`config.mk`:
```
export PLATFORM = sky130hd
export DESIGN_NAME = ex_mem_stage
export DESIGN_NICKNAME = d
export VERILOG_FILES = /design/src/rtl/ex_mem_stage.sv
export SDC_FILE = /design/constraint.sdc
export NUM_CORES = 1
export LEC_CHECK = 0
export CAP_MARGIN = 20
export CORE_UTILIZATION = 30
export CTS_CLUSTER_SIZE = 24
export DETAILED_ROUTE_END_ITERATION = 16
export GPL_TIMING_DRIVEN = 1
export SETUP_SLACK_MARGIN = 0.02
export SLEW_MARGIN = 15
export SYNTH_ARGS = -nofsm -noshare
export SYNTH_HDL_FRONTEND = slang
export SYNTH_SLANG_ARGS = --single-unit
```
`constraint.sdc`:
```
create_clock -name clk -period 3.1 [get_ports clk]
set_clock_uncertainty 0.05 [all_clocks]
set_input_delay 0.62 -clock clk [delete_from_list [all_inputs] [get_ports clk]]
set_output_delay 0.62 -clock clk [all_outputs]
set_load 0.02 [all_outputs]
```
`src/rtl/ex_mem_stage.sv`:
```
// ---------------------------------------------------------------------------
// ex_mem_stage
//   EX->MEM pipeline register sitting directly downstream of the ALU.
//
//   What it does:
//   - Captures the ALU result, flags and instruction control on accept.
//   - Resolves the conditional branch from the zero/great flags.
//   - Raises the overflow trap for trapping add/sub.
//   - Decouples EX from MEM with a 2-entry skid buffer (MAIN + SKID) on a
//     valid/ready handshake.
//
//   Ports:
//     clk, rst_n        clock; asynchronous active-low reset
//     flush             synchronous pipeline kill (clears both slots)
//     in_valid/in_ready EX-side handshake (in_ready is a register output)
//     alu_out, alu_zero, alu_great, alu_overflow, ovf_trap_en
//                       ALU result, flags and trap enable
//     br_type, br_target
//                       branch condition code and branch target
//     pc, rd, reg_wr, mem_rd, mem_wr, st_data
//                       instruction payload and control
//     out_valid/out_ready
//                       MEM-side handshake
//     out_*             registered payload of the MAIN slot
//     redirect_valid/redirect_pc
//                       one-cycle pulse for a taken branch
//     exc_ovf/exc_pc    one-cycle pulse for an overflow trap
// ---------------------------------------------------------------------------
module ex_mem_stage #(
    parameter int DATA_W = 32,
    parameter int PC_W   = 32,
    parameter int REG_W  = 5
) (
    input  logic              clk,
    input  logic              rst_n,
    input  logic              flush,
    input  logic              in_valid,
    output logic              in_ready,
    input  logic [DATA_W-1:0] alu_out,
    input  logic              alu_zero,
    input  logic              alu_great,
    input  logic              alu_overflow,
    input  logic              ovf_trap_en,
    input  logic [2:0]        br_type,
    input  logic [PC_W-1:0]   br_target,
    input  logic [PC_W-1:0]   pc,
    input  logic [REG_W-1:0]  rd,
    input  logic              reg_wr,
    input  logic              mem_rd,
    input  logic              mem_wr,
    input  logic [DATA_W-1:0] st_data,
    output logic              out_valid,
    input  logic              out_ready,
    output logic [DATA_W-1:0] out_alu,
    output logic [DATA_W-1:0] out_st_data,
    output logic [PC_W-1:0]   out_pc,
    output logic [REG_W-1:0]  out_rd,
    output logic              out_reg_wr,
    output logic              out_mem_rd,
    output logic              out_mem_wr,
    output logic              redirect_valid,
    output logic [PC_W-1:0]   redirect_pc,
    output logic              exc_ovf,
    output logic [PC_W-1:0]   exc_pc
);

    typedef enum logic [2:0] {
        BR_NONE = 3'd0,
        BR_EQ   = 3'd1,
        BR_NE   = 3'd2,
        BR_GT   = 3'd3,
        BR_LE   = 3'd4
    } br_e;

    typedef struct packed {
        logic [DATA_W-1:0] alu;
        logic [DATA_W-1:0] st_data;
        logic [PC_W-1:0]   pc;
        logic [REG_W-1:0]  rd;
        logic              reg_wr;
        logic              mem_rd;
        logic              mem_wr;
    } slot_t;

    slot_t main_q, skid_q, in_slot;
    logic  main_valid, skid_valid;
    logic  accept, drain, trap, taken;

    assign accept = in_valid & in_ready & ~flush;
    assign drain  = main_valid & out_ready;
    assign trap   = alu_overflow & ovf_trap_en;

    // NOTE: every variable assigned in always_comb gets a default first, so no
    // path leaves it unassigned and no latch is inferred.
    always_comb begin
        taken = 1'b0;
        unique case (br_e'(br_type))
            BR_EQ:   taken = alu_zero;
            BR_NE:   taken = ~alu_zero;
            BR_GT:   taken = alu_great;
            BR_LE:   taken = ~alu_great;
            default: taken = 1'b0;
        endcase
    end

    // A trapping instruction still flows down the pipe, but it must not
    // write anything architecturally visible.
    always_comb begin
        in_slot.alu     = alu_out;
        in_slot.st_data = st_data;
        in_slot.pc      = pc;
        in_slot.rd      = rd;
        in_slot.reg_wr  = reg_wr & ~trap;
        in_slot.mem_rd  = mem_rd & ~trap;
        in_slot.mem_wr  = mem_wr & ~trap;
    end

    // NOTE: sequential state uses non-blocking assignments only, so every
    // flop samples the pre-edge values regardless of statement order. The
    // payload registers are reset too, so the outputs are defined out of reset.
    always_ff @(posedge clk or negedge rst_n) begin
        if (!rst_n) begin
            main_valid     <= 1'b0;
            skid_valid     <= 1'b0;
            main_q         <= '0;
            skid_q         <= '0;
            redirect_valid <= 1'b0;
            redirect_pc    <= '0;
            exc_ovf        <= 1'b0;
            exc_pc         <= '0;
        end else begin
            // accept is already gated by flush, so a flush clears both pulses.
            redirect_valid <= accept & taken & ~trap;
            exc_ovf        <= accept & trap;
            if (accept & taken & ~trap) redirect_pc <= br_target;
            if (accept & trap)          exc_pc      <= pc;

            if (flush) begin
                // Kill both slots; the payload registers keep their contents.
                main_valid <= 1'b0;
                skid_valid <= 1'b0;
            end else if (accept) begin
                // When SKID is full, in_ready is low, so accept and SKID full
                // are never true together.
                if (!main_valid || drain) begin
                    main_q     <= in_slot;
                    main_valid <= 1'b1;
                end else begin
                    skid_q     <= in_slot;
                    skid_valid <= 1'b1;
                end
            end else if (drain) begin
                if (skid_valid) begin
                    main_q     <= skid_q;
                    skid_valid <= 1'b0;
                end else begin
                    main_valid <= 1'b0;
                end
            end
        end
    end

    // skid_valid is the registered "SKID full" state, so in_ready comes
    // straight from a flop and is high immediately after reset.
    assign in_ready    = ~skid_valid;
    assign out_valid   = main_valid;
    assign out_alu     = main_q.alu;
    assign out_st_data = main_q.st_data;
    assign out_pc      = main_q.pc;
    assign out_rd      = main_q.rd;
    assign out_reg_wr  = main_q.reg_wr;
    assign out_mem_rd  = main_q.mem_rd;
    assign out_mem_wr  = main_q.mem_wr;

endmodule

```
==> summary by stage <==
Run
The total of max-cap violations is 0.

Clock tree
TritonCTS built the clock tree. The maximum number of buffers from clock root to sink is 3. The total number of H-tree levels is 1. The number of buffers created by CTS is 31. The clock edge transition at the registers on the reported setup and hold paths is roughly 0.060 ns. The clock root buffer master is sky130_fd_sc_hd__clkbuf_16. The number of gates resized after CTS is 0. For this design, the sink count on the clock tree is 276. The clock latency on the worst-skew pair is ~0.57 ns.

Floorplan
In this run the core area contains 70 standard-cell rows. The die is ~190 microns tall. The initial standard-cell utilization of the core is 0.3046. The floorplan core area is about 37000 sq um.

The die is ~200 microns wide. The overall die area is 37860 sq um. The boundary pin count is between 300 and 400.

Finish
Of the cells placed in the final design, the portion with a size suffix greater than 1 is 0.05898. After filler insertion, the fill cell instance count of the layout stands at 3475. Compared with the post-synthesis result, the final layout area differs by 43.97%. The number of nets in the layout is 1617.

Routing
The initial detailed-routing violation count is roughly 470. Dividing the detail-routed via count by the number of cells gives between 4 and 5. The routed wire length is 31.51 mm. The count of nets left with antenna violations after detail routing is 0.

After detailed routing, the average wire length per cell comes to ~16 microns. The count of vias placed by the detailed router is about 9000. The number of design rule violations left after detail routing is 0. The first detailed-routing pass ran for 5 iterations.

Global route
Across every metal layer, demand over resource in global routing totals 0.1684. The number of antenna violations at the first check in global routing is 2. The first global-routing pass estimated roughly 51 mm of wire.

Summed over all layers, the global routing overflow is 0. The met3 demand-to-capacity share in global routing is 0.04859. The met1 global-route usage is 0.2134. In this run the most used layer during global routing was met2. The number of global-route vias before repair is about 9100.

The routing usage on met2 is 0.2801. The maximum number of pins on one net before global-route repair is approximately 80.

Synth
The total of warnings raised by yosys is 0. In this run, distinct cell masters in the synthesized netlist total 26. In the synthesized netlist the async set-or-reset flop fraction comes to 1.000. The portion of the post-synthesis area used by sequential elements is 0.6209. After synthesis the cells add up to around 11000 sq um.

After synthesis the netlist holds a flip-flop and latch count of 276. The number of enable flip-flop cells after synthesis is 0. The most used flip-flop cell after synthesis is sky130_fd_sc_hd__dfrtp_1. Synthesis produced a netlist with a net count of 1314. The synthesized instance count is ~1200. The mean area per synthesized cell is approximately 9.5 sq um.

Worst setup path
The critical path start-end classification is reg -> out. The worst setup path is captured at an output pin. STA puts the critical path data required time at around 2.4 ns. For flop-to-flop paths, the worst setup slack is between 1 and 1.5 ns.

The number of cells traversed by the worst register-to-register path is 5. STA classifies the critical path startpoint as a flip-flop. For the worst setup path, the data arrival time is between 1.5 and 2 ns. In this run the critical register-to-register path is captured at skid_q[78]. The worst register-to-register path begins at out_valid.

Of all nets on the critical path, the largest fanout is 6.

Placed design
The count of port buffers added during placement is between 300 and 400. The final HPWL from detailed placement is ~20 mm. The congestion estimate from routability-driven global placement came to roughly 0.75.

Outcome
The run finished with clean final reports.

STA
The share of the clock period used by the worst path after layout is 0.7569. Setup repair after global routing left no endpoint under its margin. Static timing analysis puts the maximum clock frequency at approximately 0.43 GHz. The transition time at the pin with the least slew margin is ~0.63 ns.

The remaining max-slew budget at the tightest pin is 0.5767. For the finished layout, the period the worst path requires is approximately 2.3 ns. The final worst hold slack is 0.4233 ns. Setup violations remaining at the end of the flow were counted as 0. The final count of pins violating max slew came to 0. The hold violation count in the final report came to 0. Setup total negative slack on the finished layout was measured at 0 ns.

Min path
The tightest min-delay check is of the reg -> reg type. The worst hold path terminates at skid_q[98]. The origin of the worst min-delay path is skid_q[98]. The cell count of the worst hold path is 2.

Power
Across the VDD grid, the largest voltage drop is between 0.5 and 0.6 mV. The areal power density over the cells is approximately 750 nW/um^2. The analysis attributes to cell leakage a power of around 7.2 nW.
[worst max path at each step]
stage,from,endpoint,slack [ns],cells after the start
6_report,skid_valid,in_ready,0.75,2
5_1_grt,skid_valid,in_ready,0.64,2
4_1_cts,skid_valid,in_ready,0.71,2
3_5_place_dp,flush,out_mem_wr,0.34,5
3_3_place_gp,flush,out_mem_wr,0.38,5
2_1_floorplan,in_valid,exc_pc[10],1.23,6
[per-layer routing]
metal  share of wire  wire length, microns
met5               0                     0
met4           0.023                   718
met3           0.070                  2220
met2            0.48                 15190
met1            0.42                 13380
[report_power, final]
group          total [mW]  internal [mW]  switching, mW
clock network        3.88           2.40           1.48
logic                3.26           1.57           1.69
registers            4.92           4.47          0.452
total                12.1           8.43           3.62
[logic make-up after synthesis]
family	share of synthesized area
AOI/OAI and AO/OA	0.06220
buffers and inverters	0.03183
DFF	0.6209
muxes	0.06568
and+or+nand+nor	0.2194
[cells in the final DEF, fill, tap and decap left out]
cell type | Yosys | layout
sky130_fd_sc_hd__a211oi_4 | 0 | 1
sky130_fd_sc_hd__mux2i_1 | 1 | 1
sky130_fd_sc_hd__and2_4 | 0 | 1
sky130_fd_sc_hd__a31oi_1 | 104 | 104
sky130_fd_sc_hd__mux2_2 | 1 | 1
sky130_fd_sc_hd__nand2b_1 | 2 | 2
sky130_fd_sc_hd__nand3_1 | 6 | 6
sky130_fd_sc_hd__o21ai_0 | 1 | 1
sky130_fd_sc_hd__clkbuf_16 | 0 | 31
sky130_fd_sc_hd__nor3b_4 | 1 | 1
sky130_fd_sc_hd__nand4_2 | 1 | 1
sky130_fd_sc_hd__bufinv_16 | 0 | 3
sky130_fd_sc_hd__nor2_1 | 104 | 104
sky130_fd_sc_hd__mux2_1 | 63 | 63
sky130_fd_sc_hd__diode_2 | 0 | 2
sky130_fd_sc_hd__buf_8 | 0 | 1
sky130_fd_sc_hd__clkinvlp_4 | 0 | 1
sky130_fd_sc_hd__buf_4 | 4 | 15
sky130_fd_sc_hd__buf_12 | 0 | 10
sky130_fd_sc_hd__o21ai_1 | 1 | 1
sky130_fd_sc_hd__a21oi_1 | 2 | 2
sky130_fd_sc_hd__clkbuf_8 | 0 | 14
sky130_fd_sc_hd__dlygate4sd3_1 | 0 | 1
sky130_fd_sc_hd__inv_1 | 2 | 2
sky130_fd_sc_hd__o22ai_1 | 1 | 1
sky130_fd_sc_hd__nand2_4 | 0 | 1
sky130_fd_sc_hd__clkinv_2 | 0 | 4
sky130_fd_sc_hd__a211oi_1 | 2 | 1
sky130_fd_sc_hd__inv_2 | 1 | 1
sky130_fd_sc_hd__nor2_4 | 1 | 1
sky130_fd_sc_hd__nand2_1 | 517 | 516
sky130_fd_sc_hd__clkbuf_1 | 29 | 3
sky130_fd_sc_hd__nor2b_1 | 2 | 2
sky130_fd_sc_hd__or2_4 | 0 | 1
sky130_fd_sc_hd__dfrtp_1 | 276 | 276
sky130_fd_sc_hd__clkdlybuf4s50_1 | 0 | 318
[registers in the layout (all words and copies together) (netlist names)]
register / flops
skid_valid: 1
exc_pc: 32
out_reg_wr: 1
out_mem_wr: 1
redirect_valid: 1
skid_q: 104
out_mem_rd: 1
out_st_data: 32
redirect_pc: 32
out_rd: 5
out_pc: 32
out_alu: 32
exc_ovf: 1
out_valid: 1
[through the flow]
stage / utilization / power, mW / area [sq um] / std cells / worst slack, ns
6_report: 0.4385 / 12.06 / 16020 / 1962 / 0.7535
5_1_grt: 0.4385 / 12.73 / 16020 / 1962 / 0.6352
2_1_floorplan: - / 6.513 / 11120 / 1166 / 1.233
3_3_place_gp: 0.4081 / 8.196 / 14900 / 1903 / 0.3815
3_5_place_dp: 0.4081 / 8.273 / 14900 / 1903 / 0.3379
4_1_cts: 0.4384 / 12.24 / 16010 / 1960 / 0.7135
[cell type report]
type / instances / area [sq um] / share of cell area
Inverter: 3 / 11.26 / 0.0007031
Timing Repair Buffer: 345 / 3521 / 0.2198
Antenna cell: 2 / 5.005 / 0.0003125
Clock inverter: 8 / 117.6 / 0.007344
Tap cell: 468 / 585.6 / 0.03656
Multi-Input combinational cell: 812 / 3889 / 0.2428
Sequential cell: 276 / 6907 / 0.4312
Clock buffer: 48 / 979.7 / 0.06117
[critical path, stage by stage, from the launching register on]
cell	delay, ns
sky130_fd_sc_hd__dfrtp_1	0.46
sky130_fd_sc_hd__inv_1	0.08
sky130_fd_sc_hd__clkdlybuf4s50_1	0.60
[repair_timing]
item / 4_1_cts / 5_1_grt
hold endpoints to repair: 20 / 0
hold buffers: 1 / 0
buffers inserted: 0 / 0
[synth_stat cells, drive strengths merged, types with 3 or more instances]
cell type	count	area (sq um)
inv	3	11.26
a31oi	104	650.6
clkbuf	29	108.9
nand2	517	1941
nand3	6	30.03
nor2	105	401.6
buf	46	234.0
dfrtp	276	6907
mux2	64	720.7
Note: power is estimated with default switching activity, not from simulation.
